$ cat src/rtl/stopwatch_core.sv
// Tick-driven BCD stopwatch (M:SS.d). Prescales the tick generator's pulse to 0.1 s
// steps and runs a start/pause/clear state machine feeding the display digits.
module stopwatch_core #(
  parameter int TICKS_PER_STEP = 10,
  parameter bit WRAP           = 1'b0
) (
  input  logic       clock,
  input  logic       reset_n,
  input  logic       tick_in,
  input  logic       btn_start,
  input  logic       clear,
  output logic [3:0] digit_ds,
  output logic [3:0] digit_s0,
  output logic [3:0] digit_s1,
  output logic [3:0] digit_m,
  output logic       running,
  output logic       at_max,
  output logic       wrap_pulse
);

  localparam int PW = (TICKS_PER_STEP > 1) ? $clog2(TICKS_PER_STEP) : 1;
  localparam logic [PW-1:0] PRE_LAST = PW'(TICKS_PER_STEP - 1);

  typedef enum logic [1:0] {IDLE, RUN, PAUSE, HALT} state_t;

  state_t        state, state_next;
  logic [PW-1:0] presc;
  logic          btn_prev;
  logic          start_evt;
  logic          step;
  logic          at_top;

  assign start_evt = btn_start & ~btn_prev;
  assign step      = (state == RUN) && tick_in && (presc == PRE_LAST);
  assign at_top    = (digit_m == 4'd9) && (digit_s1 == 4'd5) &&
                     (digit_s0 == 4'd9) && (digit_ds == 4'd9);

  // NOTE: sequential state uses non-blocking assignments so every register samples
  // pre-edge values, independent of process ordering.
  always_ff @(posedge clock or negedge reset_n) begin
    if (!reset_n) state <= IDLE;
    else          state <= state_next;
  end

  // NOTE: state_next gets its default before the case so no path leaves it unassigned
  // (which would infer a latch).
  always_comb begin
    state_next = state;
    if (clear) begin
      state_next = IDLE;
    end else begin
      unique case (state)
        IDLE:  if (start_evt) state_next = RUN;
        RUN: begin
          // Saturation wins over a simultaneous pause: the display is frozen either way.
          if (step && at_top && !WRAP) state_next = HALT;
          else if (start_evt)          state_next = PAUSE;
        end
        PAUSE: if (start_evt) state_next = RUN;
        HALT:  state_next = HALT;
        default: state_next = IDLE;
      endcase
    end
  end

  // Button history is captured even during clear so a held button never fakes an edge.
  always_ff @(posedge clock or negedge reset_n) begin
    if (!reset_n) btn_prev <= 1'b1;
    else          btn_prev <= btn_start;
  end

  always_ff @(posedge clock or negedge reset_n) begin
    if (!reset_n) begin
      presc      <= '0;
      digit_ds   <= '0;
      digit_s0   <= '0;
      digit_s1   <= '0;
      digit_m    <= '0;
      wrap_pulse <= 1'b0;
    end else if (clear) begin
      presc      <= '0;
      digit_ds   <= '0;
      digit_s0   <= '0;
      digit_s1   <= '0;
      digit_m    <= '0;
      wrap_pulse <= 1'b0;
    end else begin
      wrap_pulse <= 1'b0;
      if (state == RUN && tick_in) begin
        if (presc == PRE_LAST) presc <= '0;
        else                   presc <= presc + 1'b1;
      end
      if (step) begin
        if (at_top) begin
          if (WRAP) begin
            digit_ds   <= '0;
            digit_s0   <= '0;
            digit_s1   <= '0;
            digit_m    <= '0;
            wrap_pulse <= 1'b1;
          end
        end else if (digit_ds != 4'd9) begin
          digit_ds <= digit_ds + 4'd1;
        end else begin
          digit_ds <= '0;
          if (digit_s0 != 4'd9) begin
            digit_s0 <= digit_s0 + 4'd1;
          end else begin
            digit_s0 <= '0;
            if (digit_s1 != 4'd5) begin
              digit_s1 <= digit_s1 + 4'd1;
            end else begin
              digit_s1 <= '0;
              digit_m  <= digit_m + 4'd1;
            end
          end
        end
      end
    end
  end

  assign running = (state == RUN);
  assign at_max  = (state == HALT);

endmodule

$ cat config.mk
export PLATFORM = sky130hd
export DESIGN_NAME = stopwatch_core
export DESIGN_NICKNAME = d
export VERILOG_FILES = /design/src/rtl/stopwatch_core.sv
export SDC_FILE = /design/constraint.sdc
export NUM_CORES = 1
export LEC_CHECK = 0
export BUFFER_PORTS_ARGS = -buffer_cell sky130_fd_sc_hd__buf_2
export CAP_MARGIN = 0
export CELL_PAD_IN_SITES_DETAIL_PLACEMENT = 0
export CELL_PAD_IN_SITES_GLOBAL_PLACEMENT = 1
export CORE_UTILIZATION = 40
export CTS_CLUSTER_SIZE = 28
export DETAILED_ROUTE_END_ITERATION = 10
export HOLD_SLACK_MARGIN = 0.02
export PLACE_DENSITY_LB_ADDON = 0.1
export SLEW_MARGIN = 20
export SYNTH_ARGS = -nofsm -noshare
export SYNTH_HDL_FRONTEND = slang
export SYNTH_SLANG_ARGS = --single-unit
$ cat constraint.sdc
create_clock -name clock -period 2.2 [get_ports clock]
set_clock_uncertainty 0.05 [all_clocks]
set_input_delay 0.22 -clock clock [delete_from_list [all_inputs] [get_ports clock]]
set_output_delay 0.22 -clock clock [all_outputs]
set_load 0.05 [all_outputs]
; Word-level counts from Yosys, hierarchy flattened
; Index checks and enable logic that the tools add are counted.
[classes]
addsub = 5
eq_ne = 17
mux = 29
bitwise = 2
n_reduce_logical = 15
[ops]
columns = cell, n
row1 = $mux 4, 24
row2 = $add 4x1->4 const B, 5
row3 = $eq 4x4->1 const B, 4
row4 = $mux 2, 4
row5 = $ne 2x2->1 const B, 4
row6 = $ne 4x4->1 const B, 2
row7 = $logic_and 1x1->1, 6
row8 = $pmux 2 s3, 1
row9 = $reduce_and 5->1, 1
row10 = $eq 2x2->1 const B, 2
row11 = $eq 4x3->1 const B, 1
row12 = $ne 4x2->1 const B, 1
row13 = $ne 4x3->1 const B, 1
row14 = $reduce_and 2->1, 2
row15 = $reduce_and 4->1, 1
row16 = $reduce_bool 2->1, 2
row17 = $ne 3x1->1 const B, 1
row18 = $reduce_and 3->1, 1
row19 = $eq 2x1->1 const B, 1
row20 = $logic_not 2->1, 1
row21 = $reduce_or 2->1, 1
row22 = $and 1x1->1, 1
row23 = $not 1->1, 1
[word_totals]
ff_bits = 23
in_bits = 5
elab_cells = 75

; Longest topological paths before layout
[depth]
ltp_word = 8
depth_mapped = 7
ltp_nobuf = 6

; Worst setup path after synthesis
; Ideal clock, no wire load.
[synth_path]
path_kind = reg-to-reg
from = register digit_s0[0]
to = register digit_m[3]
t_arrival_ns = 1.873
required_ns = 2.072
setup_slack_ns = 0.199
path_stages_with_launch = 6
n_path_buf = 0
cell_sequence = dfrtp_1 > ha_1 > and3b_2 > nand3_2 > or4_1 > a21oi_1
[synth_via]
elab_chain_cells = 5
[synth_rtl]
columns = element, line
row1 = from (decl), 13  ; output logic [3:0] digit_s0,
row2 = from (signal assigned), 107  ; digit_s0 <= digit_s0 + 4'd1;
row3 = $eq 4x4->1, 36  ; (digit_s0 == 4'd9) && (digit_ds == 4'd9);
row4 = $logic_and 1x1->1, 35  ; assign at_top = (digit_m == 4'd9) && (digit_s1 == 4'd5) &&
row5 = $logic_and 1x1->1, 36
row6 = $ne 2x2->1 (no source line), -
row7 = $reduce_and 5->1 (no source line) *, -
row8 = to (signal assigned), 114  ; digit_m <= digit_m + 4'd1;
row9 = to (decl), 15  ; output logic [3:0] digit_m,
; Every way passes the cells marked *; elsewhere a longest branch is shown, timed or not.
; A chain may end at the register's enable or synchronous reset.

; Final worst setup path
[layout_path]
from = register presc[1]
to = register digit_m[3]
[layout_via]
elab_chain_cells = 4
[layout_rtl]
columns = element, line
row1 = from (decl), 27  ; logic [PW-1:0] presc;
row2 = from (signal assigned), 91  ; else presc <= presc + 1'b1;
row3 = $eq 4x4->1, 34  ; assign step = (state == RUN) && tick_in && (presc == PRE_LAST);
row4 = $logic_and 1x1->1, 34
row5 = $reduce_bool 2->1 (no source line), -
row6 = $reduce_and 5->1 (no source line), -
; Every way passes these cells.

==> flow_summary.yaml <==
power_and_ir_drop:
  leakage_nw: 0.7095
  power_density_nw_per_um2: 430.2
  max-vdd-ir-drop_v: 0.0002064
clock_network:
  clk-insertion-delay-late_ns: 0.31
  cts-root-buf: "clkbuf_4"
  clock_path_buffers: 2
  clock_sinks: 23
  path_clk_slew_ns: 0.13
  cts_tree: "done"
  cts_made_buffers: 3
  htreeDepth: 1
sta:
  clock.fmax_mhz: 510.2
  tightest_slew_ns: 0.5362
  final.min_clock_period_ns: 1.960
  slew_headroom_pct: 64.26
  rsz0062_at_grt: "no"
  final.setup.worst_slack_ns: 0.2401
  final_max_slew_viol_count: 0
  finalSetupTns_ns: 0
  setup_viol: 0
  period_share_pct: 89.09
  hold_ws_ns: 0.1677
  final_hold_viol_count: 0
die:
  die_y_um: 61.14
  rows: 21
  io_pins: 24
  initial_core_util_pct: 41.92
  core_area_um2: 3337
  fp.dieArea_um2: 3737
  die_w_um: 61.14
global_route:
  grt_max_degree: 25
  met2_usage_pct: 27.48
  grt_use_met1_pct: 25.95
  grtUsageMet3_pct: 2.521
  grt-ovfl-total: 0
  first_global_vias: 1032
  grt_pass1_wl_um: 4954
  top_usage_layer: "met2"
  grt_use_total_pct: 18.05
  antenna_found_initial: 0
place:
  place_ws_ns: 0.2271
  place_hpwl_um: 2030
  place.port_buffers: 22
  dp_cells: 208
  place_area_um2: 1540
  gp_congestion: 0.7469
route:
  drc: 0
  vias: 1149
  drt_first_pass_iters: 2
  routedWlPerCell_um: 13.41
  drt_iter0_drc: 48
  wl_um: 2870
  ant_nets: 0
  viasPerCell: 5.369
synthesis:
  ys_ff_latch: 23
  ys_seq_area_share_pct: 41.23
  synth_area_per_cell_um2: 9.714
  synth_area_um2: 1399
  synth.yosys.warnings: 0
  syn_inst: 144
  synth_cell_types: 38
  syn_nets: 157
layout:
  fin_cells: 214
  fin_nets: 182
  final_cell_area_um2: 1587
  antenna_cells: 0
  layout-drive-gt1-share_pct: 20.83
  final_cell_mix: "22 x dfrtp_1, 22 x buf_2, 15 x a21oi_1"
  syn2layout_area_growth_pct: 13.42
worst_setup_path:
  timing_worst_setup_path_type: "register to register"
  startpoint_type: "register"
  worstPathRequired_ns: 2.40
  critPathMaxStageDelay_ns: 0.53
  worstPathCellList: "inv_1, ha_1, and3b_1, o211ai_4, or4_1, a21oi_1"
  critPathMaxFanout: 15
  critPathArrivalTime_ns: 2.16
  critical-path-slowest-cell: "or4_1"
  worstSetupEndpointType: "register"
flow_run:
  maxCapViolations: 0
min_path:
  hp-class: "input port to register"
run_status:
  status: "finished clean"
==> kinds of logic after synthesis <==
| kind of cell | Yosys count | synth area share, % |
|---|---|---|
| AND/OR/NAND/NOR | 64 | 29.25 |
| XOR/XNOR | 2 | 1.252 |
| adder cells (fa/ha/maj) | 8 | 7.156 |
| buffers and inverters | 11 | 4.294 |
| AO/OA/AOI/OAI | 32 | 14.31 |
| multiplexers | 3 | 2.236 |
| flip-flops | 23 | 41.23 |
| other | 1 | 0.2681 |
==> sequential cells by signal, indices dropped and copies added, names as in the netlist <==
signal,cells
btn_prev,1
digit_ds,4
digit_s1,4
digit_s0,4
presc,4
digit_m,4
state,2
==> Yosys cell counts, drive strengths merged <==
cell type	n	area share, %
o211ai	1	1.5
clkbuf	2	0.54
o21ai	8	2.9
or4	3	1.6
a21oi	15	5.4
or4b	1	0.72
conb	1	0.27
nor3	4	1.4
nor4	1	0.89
mux2i	2	1.4
dfrtp	22	39
dfstp	1	1.9
xor2	1	0.63
a41oi	1	0.63
or3	9	4.0
nand2	4	1.6
and3b	4	2.6
nor2	10	2.7
nand2b	2	0.89
nand4bb	1	0.80
ha	8	7.2
and2b	1	0.54
nand4	3	1.3
and2	2	0.89
a311oi	2	1.3
nand3	8	3.2
and4bb	1	1.2
nand3b	4	2.1
nor2b	6	2.7
mux2	1	0.80
o31ai	5	2.7
xnor2	1	0.63
inv	5	1.3
buf	4	2.4
==> final cells by class <==
| cell class | instances | area, um2 |
|---|---|---|
| Clock buffer | 4 | 26.28 |
| Fill cell | 344 | 1750 |
| Inverter | 5 | 18.77 |
| Multi-Input combinational cell | 110 | 762.0 |
| Sequential cell | 23 | 576.8 |
| Tap cell | 46 | 57.56 |
| Timing Repair Buffer | 26 | 145.1 |
==> timing repair <==
item	4_1_cts	5_1_grt
hold buffers	2	0
endpoints found under the setup margin	0	0
gates resized for setup	0	0
buffers inserted	0	0
hold endpoints to repair	23	0
==> through the flow <==
step	utilization [%]	power [mW]
floorplan	-	0.4670
global placement	46.16	0.4852
detailed placement	46.16	0.4861
global route	47.54	0.7259
CTS	47.54	0.6932
finish	47.54	0.6826
==> path summary, 6_finish.rpt <==
check / start / endpoint / slack (ns) / cells past startpoint
setup / recovery: presc[1] / digit_m[3] / 0.24 / 6
hold / removal: tick_in / state[1] / 0.17 / 3
setup reg to reg: presc[1] / digit_m[3] / 0.24 / 6
hold reg to reg: presc[3] / presc[3] / 0.54 / 2
max in group asynchronous: reset_n / btn_prev / 1.38 / 2
min in group asynchronous: reset_n / digit_ds[2] / 0.35 / 2
==> power by group <==
part,total (mW),switching (mW),internal [mW]
Combinational,0.0480,0.0344,0.0136
Sequential,0.431,0.00420,0.427
Clock,0.203,0.132,0.0709
==> per-layer routing <==
metal	vias up	part of all wire, %
met2	20	44
li1	573	-
met1	551	52
met4	0	1.5
met3	5	2.6
met5	-	0
==> critical path: cells and delay by family, from the launching register on <==
family | cells | cell delay, ns
AND/OR/NAND/NOR | 2 | 0.86
flip-flops | 1 | 0.43
AO/OA/AOI/OAI | 2 | 0.36
adder cells (fa/ha/maj) | 1 | 0.13
buffers and inverters | 1 | 0.07
(Power assumes the default switching activity.)
